**src/rtl/muldiv_seq.sv**
```systemverilog
// Sequential RISC-V M-extension multiply/divide unit: single-cycle multiply, radix-2 restoring divide.
// Define MULDIV_SEQ_EARLY_OUT_EN to let divide-by-zero and signed overflow skip the iteration phase.
//
// state | meaning
// IDLE  | ready, waiting for an accepted start
// MUL   | product available, done pulse
// DIV   | one quotient bit per cycle on operand magnitudes
// FIX   | sign correction / special cases, done pulse
module muldiv_seq #(
    parameter int Width = 32,
    parameter int CntW  = $clog2(Width) + 1
) (
    input  logic             clk,
    input  logic             rst_n,
    input  logic             start,
    input  logic             kill,
    input  logic [2:0]       op,
    input  logic [Width-1:0] a,
    input  logic [Width-1:0] b,
    output logic             ready,
    output logic             done,
    output logic [Width-1:0] c
);

    typedef enum logic [1:0] {IDLE, MUL, DIV, FIX} state_t;

    localparam logic [Width-1:0] MinNeg = {1'b1, {(Width-1){1'b0}}};

    state_t           state, state_nxt;
    logic [1:0]       op_q;
    logic [Width-1:0] a_q, b_q, c_q, quo, rem, dvs;
    logic [CntW-1:0]  cnt;

    logic             accept, in_signed, early;
    logic [Width-1:0] abs_a, abs_b;

    assign ready     = (state == IDLE);
    assign accept    = start & ready & ~kill;
    assign in_signed = ~op[0];
    assign abs_a     = (in_signed && a[Width-1]) ? -a : a;
    assign abs_b     = (in_signed && b[Width-1]) ? -b : b;

`ifdef MULDIV_SEQ_EARLY_OUT_EN
    assign early = (b == '0) || (in_signed && (a == MinNeg) && (b == '1));
`else
    assign early = 1'b0;
`endif

    // Multiply: extend to 2*Width so one unsigned multiplier covers every signedness mix
    logic                 mul_sa, mul_sb;
    logic [2*Width-1:0]   a_ext, b_ext, prod;
    logic [Width-1:0]     mul_res;

    assign mul_sa  = (op_q == 2'b01) || (op_q == 2'b10);
    assign mul_sb  = (op_q == 2'b01);
    assign a_ext   = {{Width{mul_sa & a_q[Width-1]}}, a_q};
    assign b_ext   = {{Width{mul_sb & b_q[Width-1]}}, b_q};
    assign prod    = a_ext * b_ext;
    assign mul_res = (op_q == 2'b00) ? prod[Width-1:0] : prod[2*Width-1:Width];

    // Restoring divide step: borrow out of the trial subtraction rejects the quotient bit
    logic [Width:0] rem_sh, diff;

    assign rem_sh = {rem, quo[Width-1]};
    assign diff   = rem_sh - {1'b0, dvs};

    logic             div_signed, div_zero, div_ovf, neg_q, neg_r;
    logic [Width-1:0] div_q, div_r, div_res, res;

    assign div_signed = ~op_q[0];
    assign div_zero   = (b_q == '0);
    assign div_ovf    = div_signed && (a_q == MinNeg) && (b_q == '1);
    assign neg_q      = div_signed & (a_q[Width-1] ^ b_q[Width-1]);
    assign neg_r      = div_signed & a_q[Width-1];

    always_comb begin
        div_q = neg_q ? -quo : quo;
        div_r = neg_r ? -rem : rem;
        if (div_zero) begin
            div_q = '1;
            div_r = a_q;
        end else if (div_ovf) begin
            div_q = a_q;
            div_r = '0;
        end
    end

    assign div_res = op_q[1] ? div_r : div_q;
    assign res     = (state == MUL) ? mul_res : div_res;
    assign c       = done ? res : c_q;

    always_comb begin
        state_nxt = state;
        done      = 1'b0;
        case (state)
            IDLE: if (accept) state_nxt = op[2] ? (early ? FIX : DIV) : MUL;
            MUL: begin
                done      = 1'b1;
                state_nxt = IDLE;
            end
            DIV: if (cnt == '0) state_nxt = FIX;
            FIX: begin
                done      = 1'b1;
                state_nxt = IDLE;
            end
            default: state_nxt = IDLE;
        endcase
        if (kill && (state != IDLE)) begin
            state_nxt = IDLE;
            done      = 1'b0;
        end
        if (!rst_n) done = 1'b0;
    end

    always_ff @(posedge clk) begin
        if (!rst_n) begin
            state <= IDLE;
            op_q  <= '0;
            a_q   <= '0;
            b_q   <= '0;
            c_q   <= '0;
            quo   <= '0;
            rem   <= '0;
            dvs   <= '0;
            cnt   <= '0;
        end else begin
            state <= state_nxt;
            if (done) c_q <= res;
            if (accept) begin
                op_q <= op[1:0];
                a_q  <= a;
                b_q  <= b;
                quo  <= abs_a;
                rem  <= '0;
                dvs  <= abs_b;
                cnt  <= CntW'(Width - 1);
            end else if (state == DIV) begin
                if (!diff[Width]) begin
                    rem <= diff[Width-1:0];
                    quo <= {quo[Width-2:0], 1'b1};
                end else begin
                    rem <= rem_sh[Width-1:0];
                    quo <= {quo[Width-2:0], 1'b0};
                end
                if (cnt != '0) cnt <= cnt - 1'b1;
            end
        end
    end

endmodule

```
**config.mk**
```make
export PLATFORM = sky130hd
export DESIGN_NAME = muldiv_seq
export DESIGN_NICKNAME = d
export VERILOG_FILES = /design/src/rtl/muldiv_seq.sv
export SDC_FILE = /design/constraint.sdc
export NUM_CORES = 2
export LEC_CHECK = 0
export BUFFER_PORTS_ARGS = -buffer_cell sky130_fd_sc_hd__buf_4
export CORE_MARGIN = 2
export CORE_UTILIZATION = 58
export CTS_CLUSTER_DIAMETER = 50
export CTS_CLUSTER_SIZE = 40
export DETAILED_ROUTE_END_ITERATION = 7
export GPL_ROUTABILITY_DRIVEN = 0
export PLACE_DENSITY = 0.74
export SKIP_LAST_GASP = 1
export SLEW_MARGIN = 40
export SYNTH_ARGS = -nofsm -noshare
export SYNTH_HDL_FRONTEND = slang
export SYNTH_SLANG_ARGS = --single-unit
```
**constraint.sdc**
```tcl
create_clock -name clk -period 24.8 [get_ports clk]
set_input_delay 1.24 -clock clk [delete_from_list [all_inputs] [get_ports clk]]
set_output_delay 1.24 -clock clk [all_outputs]
set_load 0.01 [all_outputs]
```
; Word level (Yosys, flattened, before mapping)
; Cells that the tools add are included.
[op_classes]
n_addsub = 6
multipliers = 1
n_eq_ne = 9
mux = 26
bitwise = 11
reduce_logical = 20
[op_table]
columns = cell, count
row1 = $mux 32, 15
row2 = $neg 32->32, 4
row3 = $eq 32x32->1 const B, 2
row4 = $mul 33x33->64, 1
row5 = $sub 33x32->33, 1
row6 = $logic_not 32->1, 1
row7 = $mux 5, 3
row8 = $and 1x1->1, 6
row9 = $eq 2x2->1 const B, 3
row10 = $logic_not 6->1, 1
row11 = $mux 2, 3
row12 = $pmux 2 s3, 1
row13 = $reduce_and 2->1, 3
row14 = $reduce_bool 2->1, 3
row15 = $reduce_bool 6->1, 1
row16 = $reduce_or 2->1, 3
row17 = $sub 6x1->6 const B, 1
row18 = $logic_and 1x1->1, 5
row19 = $eq 2x1->1 const B, 2
row20 = $logic_not 2->1, 2
row21 = $mux 1, 4
row22 = $not 1->1, 4
row23 = $ne 2x1->1 const B, 1
row24 = $ne 2x2->1 const B, 1
row25 = other kinds (2), 2
[totals]
ff_bits = 202
inputBits = 71
out_inout_bits = 34

; Logic depth before layout (Yosys ltp)
[logic_depth]
depth_word = 8
depth_mapped = 34
ltp_nobuf = 31

; Worst setup path after synthesis
; No wires, ideal clock.
[synth_timing]
path_type = register to output
start = register op_q[1]
end = output c[31]
t_arrival_ns = 8.828
t_required_ns = 23.560
path_slack_ns = 14.732
stages_incl_launch_ff = 32
cell_sequence = dfxtp_1 -> inv_1 -> clkbuf_1 -> ha_1 -> and2_1 -> clkbuf_1 -> nand2_1 -> inv_1 -> fa_1 -> inv_1 -> fa_1 -> inv_1 -> fa_1 -> inv_1 -> fa_1 -> fa_1 -> fa_1 -> fa_1 -> fa_1 -> inv_1 -> ha_1 -> a21oi_1 -> nor2b_1 -> o21ai_0 -> nand2b_1 -> a311o_1 -> a2111oi_0 -> nor2_1 -> mux2_2 -> o21ai_0 -> nor4b_1 -> nand2b_1
[synth_between]
elab_chain_cells = 7
[synth_lines]
columns = item, line_no
row1 = from (decl), 30  ; logic [1:0] op_q;
row2 = from (signal assigned), 130  ; op_q <= op[1:0];
row3 = $eq 2x1->1 / $eq 2x2->1 (equally long branches), "54, 55"
row4 = $logic_or 1x1->1, 54  ; assign mul_sa = (op_q == 2'b01) || (op_q == 2'b10);
row5 = $and 1x1->1, 56  ; assign a_ext = {{Width{mul_sa & a_q[Width-1]}}, a_q};
row6 = $mul 33x33->64, 58  ; assign prod = a_ext * b_ext;
row7 = $mux 32, 59  ; assign mul_res = (op_q == 2'b00) ? prod[Width-1:0] : prod[2*Width-1:Width];
row8 = $mux 32 (*), 89  ; assign res = (state == MUL) ? mul_res : div_res;
row9 = $mux 32 (*), -
row10 = to (decl), 22  ; output logic [Width-1:0] c
; Every way passes the cells marked *; elsewhere a longest branch is shown, timed or not.

; Worst setup path after layout
; Same ends and word-level chain as after synthesis.

==> flow_summary_export.csv <==
group,metric,value,unit
clocking,clk_pin_slew,0.07,ns
place,dp_hpwl,115,mm
floorplan,dieArea,91100,sq um
layout,drive_above_1_share,0.0467,
worst_setup_path,cp_max_fo,50,
floorplan,die_w,302,microns
grt,grt_pass1_wl,241,mm
routing,avgRoutedWirePerCell,21.1,microns
sta,final.setup.tns,0,ns
power,ir_drop,0.0000495,V
routing,firstDrtPassIters,7,
routing,drt-initial-drc-count,4424,
sta,fmax,0.0763,GHz
place,post-place-cells,7087,
worst_setup_path,critPathKind,"flop to primary output",
logic_synthesis,synth_enable_flop_cells,0,
logic_synthesis,synth_cell_type_count,78,
floorplan,start_util,0.584,
logic_synthesis,synth-main-ff-cell,"dfxtp_1",
logic_synthesis,syn_inst,6135,
power,total_leakage_power,24.6,nW
clocking,hold_buffers,0,
grt,overflow,0,
sta,hold_viol,0,
clocking,cts_made_buffers,20,
logic_synthesis,synthTopCellsByCount,"1255 x inv_1, 1126 x fa_1, 1082 x nand2_1, 387 x clkbuf_1, 306 x and2_1",
floorplan,dieHeight,302,microns
grt,first_global_vias,43900,
worst_hold_path,hp-class,"flop to flop",
grt,antenna_found_initial,9,
sta,tightest_slew,0.907,ns
place,io_buffers,104,
worst_setup_path,worstSetupStartpointType,"flop",
logic_synthesis,avgSynthCellArea,8.39,sq um
worst_setup_path,r2r_cells,32,
sta,rsz0062_at_grt,"no",
routing,vias,42200,
clocking,post_cts_buffers,0,
logic_synthesis,ys_seq_area_frac,0.0782,
logic_synthesis,synthTopCellsByArea,"fa_1 44%, inv_1 9.2%, nand2_1 7.9%",
worst_setup_path,r2r_slack,13.61,ns
logic_synthesis,syn_nets,7584,
logic_synthesis,yosysTopAreaCellShare,0.438,
sta,setup_violations,0,
flow_run,maxCapViolCount,0,
layout,seq_area,4030,sq um
worst_setup_path,cp.required,23.56,ns
logic_synthesis,synth_seq_cells,201,
layout,fillers,7750,
routing,ant_nets,0,
power,powerDensity,23.2,nW/um^2
floorplan,rows,109,
sta,clock_skew,0.0326,ns
grt,track_usage,0.342,
clocking,post_cts_resized,0,
sta,finalCritPeriodShare,0.529,
sta,fin_crit,13.11,ns
logic_synthesis,synth-async-reset-ratio,0,
floorplan,core_area,88100,sq um
sta,slew-limit-headroom,0.395,
worst_setup_path,r2r_end,"c_q[31]$_SDFF_PN0_",
grt,grt_max_degree,83,
layout,fin_cells,7128,
logic_synthesis,yosys.area.top_type,"fa_1",
layout,fin_util,0.608,
routing,finalWirelength,150,mm
layout,final_nets,7394,
routing,drc,0,
sta,slew_viol_final,0,
clocking,insertion_delay,0.54,ns
logic_synthesis,syn_area,51500,sq um
logic_synthesis,yosysMostFrequentCell,"inv_1",
worst_setup_path,cpPeakStageDelay,0.89,ns
clocking,cts_root_buf,"clkbuf_16",
clocking,cts_tree,"yes",
worst_setup_path,timing.rr.start,"op_q[1]$_SDFFE_PN0P_",
logic_synthesis,yosysWarnings,0,
worst_setup_path,cp_slowest_cell,"fa_1",
worst_setup_path,crit_end,"c[31]",
run_status,outcome,"complete, no violations",
worst_setup_path,critPathLaunch,"op_q[1]$_SDFFE_PN0P_",
clocking,ctsHtreeMaxLevel,1,
clocking,clockBufferDepth,3,
routing,viasPerCell,5.92,
floorplan,io_pins,105,
layout,multiInputGateArea,41300,sq um
worst_setup_path,endpoint_kind,"primary output",
clocking,cts.sinks,201,
worst_setup_path,cp_common_cell,"inv_1",
layout,syn_to_final_growth,4.09,%
worst_setup_path,cp.arrival,11.87,ns
flip-flops by register name, summed over array words and instances (netlist names):
signal,count
a_q,32
b_q,32
c_q,32
quo,32
rem,32
dvs,31
cnt,6
op_q,2
state,2
metal layers:
layer	share of wire	global-route usage	vias to the layer above
met5	0.00025	0	-
met4	0.060	0.167	8
met3	0.10	0.0790	528
met2	0.47	0.553	2118
met1	0.37	0.435	21400
li1	-	-	18200
kinds of logic after synthesis:
group | after synthesis | synth area share
AND/OR/NAND/NOR | 1881 | 0.167
buffers and inverters | 1657 | 0.121
adder cells (fa/ha/maj) | 1378 | 0.499
AO/OA/AOI/OAI | 794 | 0.0956
flip-flops | 201 | 0.0782
XOR/XNOR | 194 | 0.0330
multiplexers | 30 | 0.00591
through the flow:
step	power, mW	setup slack [ns]	area (sq um)	hold slack [ns]
floorplan	0.725	14.73	51500	0.432
global placement	0.891	12.54	52900	0.440
detailed placement	0.900	12.51	52900	0.447
CTS	1.23	11.94	53600	0.457
global route	1.31	11.10	53600	0.473
finish	1.24	11.69	53600	0.456
worst max-delay path: cells and delay by family (launching register included):
family	cells	cell delay [ns]
fa+ha+maj	10	5.41
buf+inv	11	2.02
simple gates	5	1.80
compound gates	6	1.50
flops	1	0.31
mux	1	0.29
placed cells by master, fill, tap and decap left out, types with 35 or more instances in the layout:
cell type  count
and2_1       306
xnor2_1      117
nor2_1       199
nor4_1        36
nor3_1        41
xor2_1        76
nand2_1     1081
inv_1       1255
a21oi_1      285
buf_4        186
fa_1        1126
and3_1        35
ha_1         251
a21o_1        49
dfxtp_1      197
o21ai_0      188
area by class of cell:
cell class | count | share of cell area
Timing Repair Buffer | 188 | 0.0264
Clock buffer | 24 | 0.0102
Clock inverter | 12 | 0.00266
Antenna cell | 4 | 0.000187
Inverter | 1257 | 0.0881
Multi-Input combinational cell | 4277 | 0.770
Tap cell | 1165 | 0.0272
Sequential cell | 201 | 0.0752
worst min path at each step:
stage	slack [ns]	endpoint	startpoint	cells after the start
after global placement	0.44	dvs[28]$_SDFFE_PN0P_	dvs[28]$_SDFFE_PN0P_	2
after global routing	0.47	dvs[30]$_SDFFE_PN0P_	dvs[30]$_SDFFE_PN0P_	2
final	0.46	dvs[28]$_SDFFE_PN0P_	dvs[28]$_SDFFE_PN0P_	2
after CTS	0.46	dvs[30]$_SDFFE_PN0P_	dvs[30]$_SDFFE_PN0P_	2
after floorplan	0.43	dvs[26]$_SDFFE_PN0P_	dvs[26]$_SDFFE_PN0P_	2
after detailed placement	0.45	dvs[30]$_SDFFE_PN0P_	dvs[30]$_SDFFE_PN0P_	2
report_power, final:
part	leakage, nW	internal (mW)	switching [mW]
Combinational	22.6	0.188	0.363
Clock	0.337	0.176	0.155
Sequential	1.64	0.339	0.0224
Total	24.6	0.702	0.540
(Power assumes the default switching activity.)
